$ cat config.mk
export PLATFORM = sky130hd
export DESIGN_NAME = tt_um_minirisc
export DESIGN_NICKNAME = d
export VERILOG_FILES = /design/src/rtl/minirisc_pkg.sv /design/src/rtl/minirisc_alu.sv /design/src/rtl/tt_um_minirisc.sv
export SDC_FILE = /design/constraint.sdc
export NUM_CORES = 1
export LEC_CHECK = 0
export ABC_CLOCK_PERIOD_IN_PS = 6000
export BUFFER_PORTS_ARGS = -buffer_cell sky130_fd_sc_hd__buf_4
export CORE_MARGIN = 4
export CORE_UTILIZATION = 64
export CTS_CLUSTER_SIZE = 14
export DETAILED_ROUTE_END_ITERATION = 12
export GPL_ROUTABILITY_DRIVEN = 0
export PLACE_DENSITY = 0.88
export SYNTH_ARGS = -nofsm -noshare
export SYNTH_HDL_FRONTEND = slang
export SYNTH_HIERARCHICAL = 1
export SYNTH_SLANG_ARGS = --single-unit
export TNS_END_PERCENT = 20
$ cat constraint.sdc
create_clock -name clk -period 6 [get_ports clk]
set_input_delay 0.9 -clock clk [delete_from_list [all_inputs] [get_ports clk]]
set_output_delay 0.9 -clock clk [all_outputs]
set_load 0.01 [all_outputs]
$ cat src/rtl/minirisc_pkg.sv
// Shared definitions for the minirisc accumulator core.
// Holds datapath sizes, the 4-bit opcode map and the FSM state type.
package minirisc_pkg;

  localparam int unsigned DATA_W = 8;
  localparam int unsigned REG_N  = 4;
  localparam int unsigned OP_W   = 4;

  localparam logic [OP_W-1:0] OP_NOP  = 4'h0;
  localparam logic [OP_W-1:0] OP_LDI  = 4'h1;
  localparam logic [OP_W-1:0] OP_ADDI = 4'h2;
  localparam logic [OP_W-1:0] OP_SUBI = 4'h3;
  localparam logic [OP_W-1:0] OP_ANDI = 4'h4;
  localparam logic [OP_W-1:0] OP_ORI  = 4'h5;
  localparam logic [OP_W-1:0] OP_XORI = 4'h6;
  localparam logic [OP_W-1:0] OP_ST   = 4'h7;
  localparam logic [OP_W-1:0] OP_LD   = 4'h8;
  localparam logic [OP_W-1:0] OP_ADD  = 4'h9;
  localparam logic [OP_W-1:0] OP_SUB  = 4'hA;
  localparam logic [OP_W-1:0] OP_SHL  = 4'hB;
  localparam logic [OP_W-1:0] OP_SHR  = 4'hC;
  localparam logic [OP_W-1:0] OP_NOT  = 4'hD;
  localparam logic [OP_W-1:0] OP_GETF = 4'hE;
  localparam logic [OP_W-1:0] OP_HALT = 4'hF;

  typedef enum logic {
    ST_RUN    = 1'b0,
    ST_HALTED = 1'b1
  } state_t;

endpackage

$ cat src/rtl/minirisc_alu.sv
// Combinational ALU: computes the next accumulator value and carry.
// Ports: op (opcode), acc (accumulator), operand (imm or R[r]), c_in (carry)
//        -> result_c (new ACC), c_next_c (new carry).
// Opcodes that do not touch ACC or C pass them through unchanged.
module minirisc_alu
  import minirisc_pkg::*;
(
  input  logic [3:0] op,
  input  logic [7:0] acc,
  input  logic [7:0] operand,
  input  logic       c_in,
  output logic [7:0] result_c,
  output logic       c_next_c
);

  logic [8:0] sum;
  logic [8:0] diff;

  // Ninth bit of the widened add is carry-out, of the widened subtract is borrow.
  assign sum  = {1'b0, acc} + {1'b0, operand};
  assign diff = {1'b0, acc} - {1'b0, operand};

  always_comb begin
    result_c = acc;
    c_next_c = c_in;
    case (op)
      OP_LDI, OP_LD:   result_c = operand;
      OP_ADDI, OP_ADD: begin
        result_c = sum[7:0];
        c_next_c = sum[8];
      end
      OP_SUBI, OP_SUB: begin
        result_c = diff[7:0];
        c_next_c = diff[8];
      end
      OP_ANDI: result_c = acc & operand;
      OP_ORI:  result_c = acc | operand;
      OP_XORI: result_c = acc ^ operand;
      OP_SHL: begin
        result_c = {acc[6:0], 1'b0};
        c_next_c = acc[7];
      end
      OP_SHR: begin
        result_c = {1'b0, acc[7:1]};
        c_next_c = acc[0];
      end
      OP_NOT:  result_c = ~acc;
      default: ;
    endcase
  end

endmodule

$ cat src/rtl/tt_um_minirisc.sv
// Tiny accumulator CPU: one instruction per enabled clock, fully executed
// on the edge it is sampled.
// Ports: clk, rst_n (sync, active-low), ena (execute enable),
//        ui_in (instruction: [7:4] opcode, [1:0] register index),
//        uio_in (immediate), uo_out (registered ACC),
//        uio_out / uio_oe (tied to zero, uio pins are inputs only).
module tt_um_minirisc
  import minirisc_pkg::*;
(
  input  logic       clk,
  input  logic       rst_n,
  input  logic       ena,
  input  logic [7:0] ui_in,
  input  logic [7:0] uio_in,
  output logic [7:0] uo_out,
  output logic [7:0] uio_out,
  output logic [7:0] uio_oe
);

  state_t      state, state_next;
  logic [7:0]  acc, acc_next;
  logic [7:0]  regs [REG_N];
  logic        c, c_next;
  logic        z, z_next;
  logic        reg_we;

  logic [3:0]  op;
  logic [1:0]  r;
  logic        uses_imm;
  logic [7:0]  operand;
  logic [7:0]  alu_res;
  logic        alu_c;
  logic        unused_bits;

  assign op  = ui_in[7:4];
  assign r   = ui_in[1:0];
  assign unused_bits = &{1'b0, ui_in[3:2]};

  // Opcodes 1..6 take the immediate; everything else uses R[r].
  assign uses_imm = (op >= OP_LDI) && (op <= OP_XORI);
  assign operand  = uses_imm ? uio_in : regs[r];

  minirisc_alu u_alu (
    .op       (op),
    .acc      (acc),
    .operand  (operand),
    .c_in     (c),
    .result_c (alu_res),
    .c_next_c (alu_c)
  );

  // Next-state and decode.
  always_comb begin
    state_next = state;
    acc_next   = acc;
    c_next     = c;
    z_next     = z;
    reg_we     = 1'b0;
    if (ena && (state == ST_RUN)) begin
      case (op)
        OP_NOP:  ;
        OP_ST:   reg_we = 1'b1;
        OP_GETF: acc_next = {6'b0, c, z};
        OP_HALT: state_next = ST_HALTED;
        default: begin
          acc_next = alu_res;
          c_next   = alu_c;
          z_next   = (alu_res == 8'h00);
        end
      endcase
    end
  end

  // State registers; reset wins over ena and HALTED.
  always_ff @(posedge clk) begin
    if (!rst_n) begin
      state <= ST_RUN;
      acc   <= 8'h00;
      c     <= 1'b0;
      z     <= 1'b1;
      for (int i = 0; i < REG_N; i++) regs[i] <= 8'h00;
    end else begin
      state <= state_next;
      acc   <= acc_next;
      c     <= c_next;
      z     <= z_next;
      if (reg_we) regs[r] <= acc;
    end
  end

  assign uo_out  = acc;
  assign uio_out = 8'h00;
  assign uio_oe  = 8'h00;

endmodule

==> flow_metrics.env <==
export IMPL_num_vias=3449
export IMPL_ant_nets=0
export IMPL_relSlewSlack_pct=44.0
export IMPL_root_buffer="clkbuf_8"
export IMPL_die_area_sq_um=7310
export IMPL_synth_seq_cells=43
export IMPL_fin_tns_setup_ns=0
export IMPL_synthCells=421
export IMPL_clk_path_buf_depth=2
export IMPL_start_util_pct=67.7
export IMPL_antennaDiodeCount=0
export IMPL_hold_violations=0
export IMPL_worst_slew_pin_slew_ns=0.835
export IMPL_path_clk_slew_ns=0.08
export IMPL_slew_violations=0
export IMPL_cp_end_kind="flop"
export IMPL_critPathArrivalTime_ns=4.84
export IMPL_hold_class="flop to flop"
export IMPL_rsz0062_at_grt="no"
export IMPL_grt_antenna_before_repair=0
export IMPL_fin_crit_ns=4.62
export IMPL_die_h_um=85.5
export IMPL_drc_errors=0
export IMPL_power_density_nw_per_um2=201
export IMPL_ir_drop_v=0.000166
export IMPL_wl_per_cell_um=19.8
export IMPL_rrSetupSlack_ns=2.55
export IMPL_dr_first_iter_drc_count=567
export IMPL_period_share_pct=77.0
export IMPL_syn_area_sq_um=3840
export IMPL_post_cts_buffers=0
export IMPL_clk_latency_ns=0.30
export IMPL_fin_nets=480
export IMPL_numClockSinks=43
export IMPL_power_mw=0.815
export IMPL_place_hpwl_mm=7.13
export IMPL_synthFlopType="edfxtp_1"
export IMPL_clock_skew_ns=0.0102
export IMPL_io_buffer_count=24
export IMPL_htree_levels=2
export IMPL_syn2layout_area_growth_pct=5.31
export IMPL_grt_ovfl_total=0
export IMPL_mostFrequentLayoutCells="and2_1, nand2_1, edfxtp_1"
export IMPL_ctsResizeCount=0
export IMPL_place_inst=499
export IMPL_grtUsageTotal_pct=27.6
export IMPL_ys_warn_count=6
export IMPL_avgSynthCellArea_sq_um=9.13
export IMPL_core_sq_um=5680
export IMPL_io_pins=43
export IMPL_cts_tree="done"
export IMPL_numCtsBuffers=5
export IMPL_setup_viol=0
export IMPL_cp_required_ns=6.22
export IMPL_ys_types=59
export IMPL_drt_pass1_iterations=6
export IMPL_grt_max_degree=38
export IMPL_drt_wl_total_mm=10.0
export IMPL_maxCapViolations=0
export IMPL_status="complete, no violations"
export IMPL_crit_fanout=34
export IMPL_fp_row_count=27
export IMPL_max_freq_mhz=217
export IMPL_synth_edf_count=32
export IMPL_path_class="input port to flop"
export IMPL_grt_pass1_vias=3170
export IMPL_die_w_um=85.5
export IMPL_cp_start_kind="input port"
export IMPL_async_reset_ff_share_pct=0
export IMPL_leakage_nw=1.61
export IMPL_stdcell_count=507
export IMPL_vias_per_cell=6.80
export IMPL_drive_gt1_share_pct=15.2
export IMPL_grt_pass1_wl_mm=16.0
export IMPL_cts_hold_buffers=0
export IMPL_ys_seq_area_share_pct=30.7
-- area by class of cell --
| cell class | count | area (sq um) |
|---|---|---|
| well taps | 72 | 90.1 |
| clock buffers | 7 | 76.3 |
| clock inverters | 1 | 5.00 |
| multi-input cells | 326 | 2370 |
| flip-flops and latches | 43 | 1180 |
| repair buffers | 28 | 210 |
| fillers | 431 | 1630 |
| inverters | 30 | 113 |
-- cells in the mapped netlist, drive strengths merged (6+ instances only) --
library cell / n / area, sq um
nand2: 32 / 120
a31oi: 6 / 37.5
nor2: 30 / 115
a21oi: 27 / 139
nand3: 6 / 30.0
o21ai: 27 / 135
nor4: 6 / 82.6
buf: 29 / 203
xnor2: 6 / 52.6
mux4: 10 / 225
edfxtp: 32 / 961
clkbuf: 8 / 31.3
dfxtp: 11 / 220
and2: 32 / 200
mux2: 8 / 90.1
a211oi: 6 / 45.0
inv: 30 / 113
o211ai: 6 / 45.0
nor2b: 7 / 46.3
a22oi: 7 / 52.6
ha: 25 / 313
o22ai: 11 / 68.8
-- report_power, final --
group | switching [mW] | leakage (nW) | total (mW) | internal (mW)
registers | 0.0232 | 0.420 | 0.356 | 0.333
logic | 0.167 | 1.14 | 0.277 | 0.110
clock network | 0.101 | 0.0422 | 0.183 | 0.0819
total | 0.291 | 1.61 | 0.815 | 0.524
-- worst paths after layout --
kind,depth (start not counted),to,startpoint
worst min register to register,2,c,c
worst max register to register,12,z,regs[2][4]
worst max-delay path,16,z,ui_in[6]
worst min-delay path,2,c,c
-- sequential cells by signal, indices dropped and copies added, names as in the netlist --
register	flops
state	1
c	1
regs	32
z	1
uo_out	8
-- logic make-up after synthesis --
logic type / count (synthesis) / share of synthesized area (%)
and+or+nand+nor: 136 / 19.9
AOI/OAI and AO/OA: 116 / 19.7
buffers and inverters: 67 / 9.02
DFF: 43 / 30.7
adders and majority gates: 30 / 9.96
muxes: 22 / 9.25
xor gates and xnor gates: 6 / 1.37
other: 1 / 0.0976
-- critical path, stage by stage --
cell	delay, ns
buf_4	0.22
and3_1	0.25
nor3_2	0.68
mux2_2	0.35
ha_1	0.18
inv_1	0.08
fa_1	0.41
inv_1	0.10
a21oi_1	0.07
o31ai_1	0.50
xnor2_1	0.13
a222oi_1	0.24
a32oi_1	0.20
nor4_1	0.26
a21oi_1	0.12
mux2i_1	0.14
-- per-stage QoR --
| step | utilization, % | area (sq um) | setup WS (ns) | hold WS [ns] |
|---|---|---|---|---|
| 2_1_floorplan | - | 3900 | 2.12 | 0.450 |
| 3_3_place_gp | 69.9 | 3970 | 1.40 | 0.465 |
| 3_5_place_dp | 69.9 | 3970 | 1.20 | 0.478 |
| 4_1_cts | 71.3 | 4050 | 1.46 | 0.488 |
| 5_1_grt | 71.3 | 4050 | 1.22 | 0.504 |
| 6_report | 71.3 | 4050 | 1.38 | 0.489 |
-- metal layers --
layer	routed length (um)	up-vias	part of all wire, %	track usage [%]
li1	-	1532	-	-
met1	3930	1637	39	37.3
met5	0	-	0	0
met4	306	0	3.1	10.5
met2	4700	248	47	44.7
met3	1100	32	11	4.23
No activity file was read; power rests on OpenSTA's default activity.
